===== src/rtl/change_dispenser.sv =====
// Coin payout engine: takes a change amount, ejects dimes then nickels with a
// cooldown between coins, and tracks per-denomination hopper inventory.
module change_dispenser #(
    parameter int AMT_W       = 8,
    parameter int CNT_W       = 8,
    parameter int NICKEL_INIT = 20,
    parameter int DIME_INIT   = 20,
    parameter int GAP_CYCLES  = 2
) (
    input  logic             clock,
    input  logic             reset,
    input  logic             req_valid,
    input  logic [AMT_W-1:0] req_amount,
    output logic             req_ready,
    input  logic             coin_in_nickel,
    input  logic             coin_in_dime,
    output logic             nickel_out,
    output logic             dime_out,
    output logic             busy,
    output logic             done,
    output logic [AMT_W-1:0] short_amount,
    output logic [CNT_W-1:0] nickel_count,
    output logic [CNT_W-1:0] dime_count
);

    typedef enum logic [2:0] {IDLE, SELECT, EJECT, GAP, DONE} state_t;

    localparam int GW = (GAP_CYCLES > 1) ? $clog2(GAP_CYCLES) : 1;
    localparam logic [GW-1:0]    GAP_LOAD = GW'(GAP_CYCLES > 0 ? GAP_CYCLES - 1 : 0);
    localparam logic [AMT_W-1:0] TEN      = AMT_W'(10);
    localparam logic [AMT_W-1:0] FIVE     = AMT_W'(5);
    localparam logic [CNT_W-1:0] CNT_MAX  = '1;

    state_t           state_q, state_d;
    logic [AMT_W-1:0] rem_q, rem_d;
    logic [GW-1:0]    gap_q, gap_d;
    logic [AMT_W-1:0] short_q, short_d;
    logic [CNT_W-1:0] nick_q, nick_d, dime_q, dime_d;
    logic             nout_q, dout_q, done_q, ready_q, busy_q;
    logic             nej, dej, done_d;

    // Saturating add, plain decrement; a same-type add and eject cancel out.
    function automatic logic [CNT_W-1:0] inv_next(input logic [CNT_W-1:0] cnt,
                                                  input logic inc, input logic dec);
        if (inc && !dec)      return (cnt == CNT_MAX) ? cnt : cnt + 1'b1;
        else if (dec && !inc) return cnt - 1'b1;
        else                  return cnt;
    endfunction

    always_comb begin
        state_d = state_q;
        rem_d   = rem_q;
        gap_d   = gap_q;
        short_d = short_q;
        nej     = 1'b0;
        dej     = 1'b0;
        done_d  = 1'b0;
        case (state_q)
            IDLE: if (req_valid) begin
                rem_d   = req_amount;
                state_d = SELECT;
            end
            SELECT: begin
                if (rem_q >= TEN && dime_q != '0) begin
                    dej     = 1'b1;
                    rem_d   = rem_q - TEN;
                    state_d = EJECT;
                end else if (rem_q >= FIVE && nick_q != '0) begin
                    nej     = 1'b1;
                    rem_d   = rem_q - FIVE;
                    state_d = EJECT;
                end else begin
                    done_d  = 1'b1;
                    short_d = rem_q;
                    state_d = DONE;
                end
            end
            EJECT: begin
                if (GAP_CYCLES == 0) state_d = SELECT;
                else begin
                    state_d = GAP;
                    gap_d   = GAP_LOAD;
                end
            end
            GAP: begin
                if (gap_q == '0) state_d = SELECT;
                else             gap_d   = gap_q - 1'b1;
            end
            DONE:    state_d = IDLE;
            default: state_d = IDLE;
        endcase
        nick_d = inv_next(nick_q, coin_in_nickel, nej);
        dime_d = inv_next(dime_q, coin_in_dime, dej);
    end

    always_ff @(posedge clock or posedge reset) begin
        if (reset) begin
            state_q <= IDLE;
            rem_q   <= '0;
            gap_q   <= '0;
            short_q <= '0;
            nick_q  <= CNT_W'(NICKEL_INIT);
            dime_q  <= CNT_W'(DIME_INIT);
            nout_q  <= 1'b0;
            dout_q  <= 1'b0;
            done_q  <= 1'b0;
            ready_q <= 1'b1;
            busy_q  <= 1'b0;
        end else begin
            state_q <= state_d;
            rem_q   <= rem_d;
            gap_q   <= gap_d;
            short_q <= short_d;
            nick_q  <= nick_d;
            dime_q  <= dime_d;
            nout_q  <= nej;
            dout_q  <= dej;
            done_q  <= done_d;
            ready_q <= (state_d == IDLE);
            busy_q  <= (state_d != IDLE);
        end
    end

    assign req_ready    = ready_q;
    assign busy         = busy_q;
    assign nickel_out   = nout_q;
    assign dime_out     = dout_q;
    assign done         = done_q;
    assign short_amount = short_q;
    assign nickel_count = nick_q;
    assign dime_count   = dime_q;

endmodule


===== config.mk =====
export PLATFORM = sky130hd
export DESIGN_NAME = change_dispenser
export DESIGN_NICKNAME = d
export VERILOG_FILES = /design/src/rtl/change_dispenser.sv
export SDC_FILE = /design/constraint.sdc
export NUM_CORES = 1
export LEC_CHECK = 0
export CAP_MARGIN = 20
export CORE_MARGIN = 10
export CORE_UTILIZATION = 54
export CTS_CLUSTER_DIAMETER = 150
export DETAILED_ROUTE_END_ITERATION = 10
export HOLD_SLACK_MARGIN = 0.03
export PLACE_DENSITY_LB_ADDON = 0.3
export SYNTH_ARGS = -nofsm -noshare
export SYNTH_HDL_FRONTEND = slang
export SYNTH_SLANG_ARGS = --single-unit

===== constraint.sdc =====
create_clock -name clock -period 3.9 [get_ports clock]
set_input_delay 0.78 -clock clock [delete_from_list [all_inputs] [get_ports clock]]
set_output_delay 0.78 -clock clock [all_outputs]
set_load 0.05 [all_outputs]

==> results_dict.tcl, run 1 <==
set metrics [dict create \
    syn-num-nets 311 \
    io_buffers 41 \
    tns_ps 0 \
    rows 26 \
    ys_ff_latch 41 \
    avgRoutedWirePerCell_um 16.48 \
    power.leakage_nw 1.434 \
    vias 2333 \
    dieArea_sq_mm 0.008395 \
    multi_input_area_sq_mm 0.001644 \
    seq_area_sq_mm 0.001032 \
    critPathLaunchType "register" \
    fin_cells 397 \
    cts.reportedPaths.clkPinSlew_ps 80 \
    syn_avg_cell_area_sq_um 9.965 \
    mostFrequentLayoutCells "41 x clkdlybuf4s50_1, 36 x dfrtp_1, 24 x nand2_1" \
    crit_type "reg -> reg" \
    cts_tree "built" \
    power_density_mw_per_mm2 980.7 \
    maxSlewHeadroom_pct 27.69 \
    worstPathArrival_ps 3810 \
    cts_sinks 41 \
    syn_area_sq_mm 0.002770 \
    drt_iter0_drc 98 \
    synth-edff-count 0 \
    hold_path_class "reg -> reg" \
    critical_path.slowest_cell "or4_4" \
    synth_xor_area_share_pct 3.794 \
    vias_per_cell 5.877 \
    synthCells 278 \
    ant_nets 0 \
    synth_compound_area_share_pct 19.02 \
    h-tree-depth 2 \
    endpoint_kind "register" \
    drive_above_1_share_pct 16.51 \
    fmaxAchievable_mhz 279.7 \
    worstPathMaxFanout 7 \
    yosys.area_share.simple_pct 19.47 \
    synthToLayoutAreaGrowth_pct 23.08 \
    clkLatencyLatePin_ps 310 \
    dp_hpwl_um 4863 \
    antenna_found_initial 0 \
    path_cells "or4_4 -> a211oi_2 -> nor4_4 -> nand2b_2 -> ha_1 -> and3_1 -> a221o_1 -> o41a_1 -> a211o_1 -> nand4_1" \
    numCtsBuffers 5 \
    synthMuxAreaShare_pct 7.227 \
    cts_hold_buf 0 \
    cts_root_buf "clkbuf_8" \
    fin_crit_ps 3575 \
    synth_cell_types 63 \
    max_stage_delay_ps 560 \
    start_util_pct 54.94 \
    place_ws_ps 233.0 \
    async_flop_share_pct 100.0 \
    fillers 399 \
    synth_seq_area_share_pct 37.26 \
    core_area_sq_mm 0.005042 \
    first_global_vias 2365 \
    gr-usage-all-layers_pct 15.88 \
    drtPass1Iterations 4 \
    peakVddDrop_v 0.0006068 \
    hold_viol_final 0 \
    rsz0062_at_grt "no" \
    slew_violations 0 \
    synth_flop_cell "dfrtp_1" \
    cp.required_ps 4140 \
    clockBufferDepth 2 \
    worst_slack_ps 325.2 \
    grt_pass1_wl_um 11260 \
    worst_pin_slew_ps 1085 \
    drv_cap 0 \
    num_io_pins 42 \
    die_y_um 91.63 \
    placedCellCount 389 \
    num_antenna_cells 0 \
    place_congestion 0.8282 \
    drc_errors 0 \
    yosys_warnings 0 \
    nets 359 \
    wl_um 6543 \
    synth_top_family_by_area "simple AND/OR/NAND/NOR gates" \
    grt_remaining_overflow 0 \
    die_w_um 91.63 \
    period_share_pct 91.66 \
    finalSetupViolations 0 \
    finClkSkew_ps 8.331 \
    layout_commonest_cell "clkdlybuf4s50_1" \
    final_util_pct 67.62 \
    status "complete, no violations" \
    hold_ws_ps 469.5 \
    synthAdderAreaFrac_pct 9.575 \
    grt_start_max_net_pins 42 \
]
layer usage:
layer  part of all wire (%)  wire [um]  global-route usage, %  up-vias
met1                     43       2819                  19.18     1137
li1                       -          -                      -     1128
met5                      0          0                      0        -
met3                    5.5        359                  4.401       12
met4                    1.7        112                  4.961        0
met2                     50       3251                  26.78       56
worst paths after layout:
| check | from | end | slack, ps | cells after the start |
|---|---|---|---|---|
| worst max-delay path | rem_q[6] | nickel_count[7] | 330 | 10 |
| worst min-delay path | short_amount[5] | short_amount[5] | 470 | 2 |
| worst max register to register | rem_q[6] | nickel_count[7] | 330 | 10 |
| worst min register to register | short_amount[5] | short_amount[5] | 470 | 2 |
| max in group asynchronous | reset | dime_count[2] | 2620 | 3 |
| min in group asynchronous | reset | short_amount[1] | 910 | 3 |
stage by stage:
step	cell area, sq um	total power [mW]
after global placement	3292	2.908
after floorplan	2770	2.441
final	3410	3.344
after CTS	3407	3.343
after global routing	3410	3.581
after detailed placement	3292	2.975
state kept, by name (all words and copies together), names as in the netlist:
signal and cells:
dime_out 1, busy 1, dime_count 8, nickel_count 8, short_amount 8, done 1, rem_q 8, nickel_out 1
state_q 3, req_ready 1, gap_q 1
synth_stat cells (4+ instances only):
library cell	n	share of area, %
o21ai_0	16	2.9
nor2_1	18	2.4
nand3_1	6	1.1
a31oi_1	4	0.90
mux2_2	6	2.4
and3_1	5	1.1
nand4_1	7	1.6
mux2_4	6	3.3
a21oi_1	10	1.8
ha_1	18	8.1
xnor2_1	10	3.2
clkbuf_1	4	0.54
dfstp_2	5	4.7
nor3_1	11	2.0
inv_1	16	2.2
a21o_1	5	1.4
nand2_1	24	3.3
a211oi_1	4	1.1
dfrtp_1	36	33
final cells by class:
class,count,area share [%]
clock buffers,5,2.018
clock inverters,3,1.358
multi-input cells,213,48.22
flip-flops and latches,41,30.28
inverters,16,1.761
repair buffers,49,13.80
well taps,70,2.569
power breakdown:
group          switching (mW)  total, mW  internal [mW]
Sequential              0.242      0.861          0.619
Combinational            1.21       2.13          0.915
Clock                   0.164      0.356          0.192
Total                    1.62       3.34           1.73
worst max-delay path, delay by kind of cell (launching register included):
| family | cells | cell delay [ps] |
|---|---|---|
| AO/OA/AOI/OAI | 4 | 1410 |
| AND/OR/NAND/NOR | 5 | 1240 |
| adder cells (fa/ha/maj) | 1 | 380 |
| flip-flops | 1 | 480 |
cell families (layout without fill, tap and decap cells):
group,Yosys count,after routing
DFF,41,41
AOI/OAI and AO/OA,71,71
muxes,15,15
buffers and inverters,24,73
and+or+nand+nor,95,95
adders and majority gates,20,20
xor gates and xnor gates,12,12
repair_timing:
item / in CTS / in global routing
buffers inserted: 0 / 0
setup endpoints to repair: 0 / 1
endpoints found under the hold margin: 0 / 0
resized for setup: 0 / 1
Note: power is estimated with default switching activity, not from simulation.
==> inputs of run 2 (changes only) <==
Clock period 3.9 ns to 4.1 ns, I/O delays scaled along.
==> run 2 against run 1 <==
Compared with the run above:
- global-route usage barely moved
- power fell by 7.7%
- count of clock-buffer cells in the layout unchanged
- design area shrank 1.4%
- critical path depth rose by 2
- via count shrank 0.21%
- flip-flop and latch count stayed put
- non-clock buffer count is 2 lower
==> results_dict.tcl, run 2 (synthesized netlist as in run 1, its figures left out) <==
set metrics [dict create \
    status "complete, no violations" \
    place_ws_ps 337.6 \
    numCtsBuffers 5 \
    dp_hpwl_um 4801 \
    critical_path.slowest_cell "nor4_4" \
    seqPwrFrac_pct 26.8 \
    crit_type "reg -> reg" \
    cts_tree "built" \
    max_stage_delay_ps 470 \
    power.leakage_nw 1.415 \
    num_antenna_cells 0 \
    nets 357 \
    p_comb_share_pct 64.5 \
    die_y_um 91.63 \
    crit_buf_inv 1 \
    whs_path_depth 2 \
    final_util_pct 66.70 \
    drv_cap 0 \
    fin_crit_ps 3816 \
    hold_viol_final 0 \
    grt_pass1_wl_um 11250 \
    critPathMostFrequentCell "ha_1" \
    peakVddDrop_v 0.0005721 \
    rows 26 \
    cts.reportedPaths.clkPinSlew_ps 90 \
    cts_sinks 41 \
    fmaxAchievable_mhz 262.0 \
    timing.rr.start "rem_q[0]" \
    vias_per_cell 5.894 \
    worst_slack_ps 283.6 \
    ant_nets 0 \
    place_congestion 0.8410 \
    clockBufferDepth 2 \
    antenna_found_initial 0 \
    start_util_pct 54.94 \
    worst_pin_slew_ps 1043 \
    crit_cells 12 \
    r2r-end "nickel_count[7]" \
    path_cells "inv_1 -> ha_1 -> o31ai_2 -> a22oi_2 -> nor4_4 -> nand2b_1 -> ha_1 -> and3_1 -> a221o_1 -> o41a_1 -> a211o_1 -> nand4_1" \
    whs_endpoint "short_amount[6]" \
    drt_iter0_drc 96 \
    grt_remaining_overflow 0 \
    dieArea_sq_mm 0.008395 \
    worstPathMaxFanout 7 \
    io_buffers 41 \
    period_share_pct 93.08 \
    tns_ps 0 \
    endpoint_kind "register" \
    finClkSkew_ps 8.790 \
    critPathTopFamily "compound AO/OA/AOI/OAI gates" \
    wl_um 6519 \
    hold_path_class "reg -> reg" \
    mostFrequentLayoutCells "41 x clkdlybuf4s50_1, 36 x dfrtp_1, 24 x nand2_1" \
    drive_above_1_share_pct 15.69 \
    postCtsSetupRepairBufs 0 \
    layout_commonest_cell "clkdlybuf4s50_1" \
    synthToLayoutAreaGrowth_pct 21.41 \
    cts-resized-gates 0 \
    fillers 438 \
    power_density_mw_per_mm2 917.5 \
    avgRoutedWirePerCell_um 16.50 \
    finalSetupViolations 0 \
    slew_violations 0 \
    clkLatencyLatePin_ps 300 \
    p_switching_mw 1.515 \
    pwr-share-clk_pct 8.7 \
    rsz0062_at_grt "no" \
    ff2ff_setup_slack_ps 280 \
    drtPass1Iterations 4 \
    worstHoldStart "short_amount[6]" \
    power.internal_mw 1.571 \
    hold_ws_ps 471.2 \
    die_w_um 91.63 \
    vias 2328 \
    cp.required_ps 4340 \
    first_global_vias 2301 \
    cts_hold_buf 0 \
    rr_worst_depth 12 \
    cts_root_buf "clkbuf_8" \
    critPathLaunchType "register" \
    worstPathArrival_ps 4060 \
    gr-usage-all-layers_pct 15.89 \
    swShare_pct 49.09 \
    num_io_pins 42 \
    h-tree-depth 2 \
    maxSlewHeadroom_pct 30.48 \
    drc_errors 0 \
    grt_start_max_net_pins 42 \
    core_area_sq_mm 0.005042 \
]
## run 2: stage by stage
| stage | instance area (sq um) | total power [mW] | instances |
|---|---|---|---|
| finish | 3363 | 3.086 | 395 |
| detailed placement | 3277 | 2.816 | 387 |
| global route | 3363 | 3.327 | 395 |
| global placement | 3277 | 2.757 | 387 |
| CTS | 3363 | 3.099 | 395 |
| floorplan | 2770 | 2.322 | 278 |
## run 2: per-layer routing
metal | GRT usage [%] | routed length [um] | vias to the layer above
met5 | 0 | 0 | -
met2 | 25.95 | 3172 | 60
met4 | 5.222 | 110 | 0
met1 | 20.03 | 2867 | 1140
li1 | - | - | 1120
met3 | 3.993 | 367 | 8
## run 2: how the worst max path moves through the flow
stage / start / slack [ps] / to
after floorplan: dime_count[1] / 550 / nickel_count[7]
after global placement: rem_q[0] / 470 / nickel_count[7]
after detailed placement: rem_q[0] / 340 / nickel_count[7]
after CTS: rem_q[0] / 310 / nickel_count[7]
after global routing: rem_q[0] / 50 / nickel_count[7]
final: rem_q[0] / 280 / nickel_count[7]
## run 2: final cells by class
cell class,count,area [sq um],share of cell area (%)
multi-input cells,213,1642,48.81
well taps,70,87.58,2.604
flip-flops and latches,41,1032,30.69
clock buffers,5,68.82,2.046
clock inverters,3,17.52,0.5208
repair buffers,47,455.4,13.54
inverters,16,60.06,1.786
## run 2: power groups by stage
stage / combinational, mW / clock (mW) / sequential (mW)
2_1_floorplan: 1.20 / 0 / 1.13
3_3_place_gp: 1.94 / 0 / 0.821
3_5_place_dp: 1.99 / 0 / 0.830
4_1_cts: 2.00 / 0.276 / 0.828
5_1_grt: 2.18 / 0.286 / 0.863
6_report: 1.99 / 0.269 / 0.828
## run 2: worst register-to-register path, cell delays in order, from the launching register on
cell,delay [ps]
dfrtp_1,410
inv_1,130
ha_1,220
o31ai_2,320
a22oi_2,250
nor4_4,470
nand2b_1,340
ha_1,350
and3_1,200
a221o_1,340
o41a_1,370
a211o_1,280
nand4_1,90
==> inputs of run 3 (changes only) <==
Settings changed: ABC_AREA set to 1.
==> run 3 against run 2 <==
Compared with the run above:
- hold slack improved by 11 ps
- synthesized area fell by 1.2%
- utilization rose by 1.3 points
- highest routed layer unchanged
- sequential share of layout area rose by 0.81 points
- wire length fell by 7.5%
- critical path depth rose by 6
- critical endpoint is now dime_count[7]
- largest cell class unchanged
==> results_dict.tcl, run 3 <==
set metrics [dict create \
    status "complete, no violations" \
    hold_viol_final 0 \
    endpoint_kind "register" \
    synth_cell_types 35 \
    rr_worst_depth 18 \
    maxSlewHeadroom_pct 52.17 \
    met1_usage_pct 18.79 \
    synthAdderAreaFrac_pct 9.694 \
    avgRoutedWirePerCell_um 13.26 \
    hold_path_class "reg -> reg" \
    drive_above_1_share_pct 12.89 \
    mostFrequentLayoutCells "89 x nand2_1, 41 x clkdlybuf4s50_1, 36 x inv_1, 36 x dfrtp_1, 27 x nor2_1" \
    finClkSkew_ps 11.55 \
    place_congestion 0.8933 \
    synth.area.top_cells "dfrtp_1 33%, nand2_1 12%, ha_1 8.2%, inv_1 4.9%, dfstp_2 4.8%" \
    ff2ff_setup_slack_ps 1000 \
    synth_seq_area_share_pct 37.72 \
    fmaxAchievable_mhz 322.3 \
    synthCells 343 \
    worstHoldStart "short_amount[4]" \
    first_global_vias 2351 \
    grt_start_max_net_pins 23 \
    rsz0062_at_grt "no" \
    grt_remaining_overflow 0 \
    postCtsSetupRepairBufs 0 \
    final_cell_area_sq_mm 0.003277 \
    whs_path_depth 2 \
    finalSetupViolations 0 \
    syn_avg_cell_area_sq_um 7.978 \
    ant_nets 0 \
    synth-edff-count 0 \
    cp.required_ps 4290 \
    synthMuxAreaShare_pct 0 \
    rows 25 \
    grt_pass1_wl_um 10910 \
    r2r-end "dime_count[7]" \
    synth_compound_area_share_pct 11.61 \
    nets 420 \
    synth_top_area_share_pct 32.92 \
    ys_ff_latch 41 \
    cts_hold_buf 0 \
    yosys-top-cells-count "89 x nand2_1, 36 x dfrtp_1, 36 x inv_1" \
    num_antenna_cells 0 \
    timing.rr.start "rem_q[0]" \
    worstPathMaxFanout 13 \
    antenna_found_initial 0 \
    worstPathArrival_ps 3300 \
    yosys.area_share.simple_pct 28.40 \
    layout_commonest_cell "nand2_1" \
    whs_endpoint "short_amount[4]" \
    yosys.area.top_type "dfrtp_1" \
    drc_errors 0 \
    critPathLaunchType "register" \
    vias_per_cell 5.209 \
    cts_root_buf "clkbuf_8" \
    path_cells "inv_1 -> ha_1 -> nand2_1 -> inv_1 -> nor2_2 -> nand2_2 -> nand2_4 -> nor2_4 -> inv_2 -> nand2_2 -> ha_1 -> a21oi_1 -> nand2_1 -> a21boi_0 -> o21ai_0 -> or2_1 -> nand3_1 -> nand2_1" \
    drv_cap 0 \
    critical_path.slowest_cell "dfrtp_1" \
    worst_pin_slew_ps 716.7 \
    synth_xor_area_share_pct 5.075 \
    cts_tree "built" \
    top_usage_layer "met2" \
    die_w_um 91.19 \
    cts.reportedPaths.clkPinSlew_ps 80 \
    core_area_sq_mm 0.004817 \
    drtPass1Iterations 4 \
    dp_hpwl_um 4770 \
    slew_violations 0 \
    period_share_pct 75.68 \
    num_io_pins 42 \
    die_y_um 91.19 \
    syn_area_sq_mm 0.002736 \
    vias 2370 \
    gr-usage-all-layers_pct 15.53 \
    cts_sinks 41 \
    clockBufferDepth 2 \
    start_util_pct 56.81 \
    async_flop_share_pct 100.0 \
    dpl_cell_area_sq_mm 0.003194 \
    syn-num-nets 376 \
    synth_flop_cell "dfrtp_1" \
    tns_ps 0 \
    critPathMostFrequentCell "nand2_1" \
    crit_type "reg -> reg" \
    clkLatencyLatePin_ps 290 \
    wl_um 6032 \
    dieArea_sq_mm 0.008315 \
    cts-resized-gates 0 \
    met3_usage_pct 4.691 \
    synth.most_common_cell "nand2_1" \
    max_stage_delay_ps 420 \
    synthToLayoutAreaGrowth_pct 19.75 \
    fin_crit_ps 3103 \
    use_met2_pct 26.13 \
    io_buffers 41 \
    numCtsBuffers 5 \
    synth_top_family_by_area "simple AND/OR/NAND/NOR gates" \
    drt_iter0_drc 129 \
    fillers 439 \
    yosys_warnings 0 \
    h-tree-depth 2 \
]
[run 3: how the worst max path moves through the flow]
stage | from | to | slack, ps | depth (start not counted)
5_1_grt | rem_q[0] | dime_count[7] | 780 | 19
3_3_place_gp | rem_q[0] | dime_count[7] | 1170 | 18
4_1_cts | rem_q[0] | dime_count[7] | 1020 | 18
3_5_place_dp | rem_q[0] | dime_count[7] | 1030 | 18
6_report | rem_q[0] | dime_count[7] | 1000 | 18
2_1_floorplan | dime_count[2] | dime_count[7] | 1440 | 14
[run 3: layer usage]
metal	wire, um	vias up
met5	0	-
met1	2608	1114
met2	2998	51
li1	-	1197
met3	355	8
met4	70	0
[run 3: kinds of logic after synthesis]
family,count (synthesis)
flip-flops,41
buffers and inverters,48
AO/OA/AOI/OAI,53
AND/OR/NAND/NOR,166
adder cells (fa/ha/maj),20
XOR/XNOR,15
[run 3: layout make-up]
class	instances	area [sq um]	area share [%]
inverters	43	161.4	4.926
clock buffers	6	72.57	2.215
repair buffers	42	417.9	12.75
flip-flops and latches	41	1032	31.50
clock inverters	2	10.01	0.3055
well taps	67	83.83	2.558
multi-input cells	254	1499	45.74
[run 3: worst max-delay path: cells and delay by family, from the launching register on]
family          cells  cell delay (ps)
flops               1              420
simple gates       10             1070
fa+ha+maj           2              600
compound gates      3              640
buf+inv             3              260
[run 3: stage by stage]
step	hold WS (ps)	std cells	utilization [%]	setup slack, ps
CTS	482.8	455	68.03	1025
global route	512.1	455	68.03	783.3
detailed placement	467.4	447	66.31	1030
floorplan	439.6	343	-	1443
global placement	455.2	447	66.31	1166
finish	481.9	455	68.03	997.3
Power of run 3 is not shown: default switching activity piles up to over one toggle a cycle in this logic, so the estimate is an artifact.
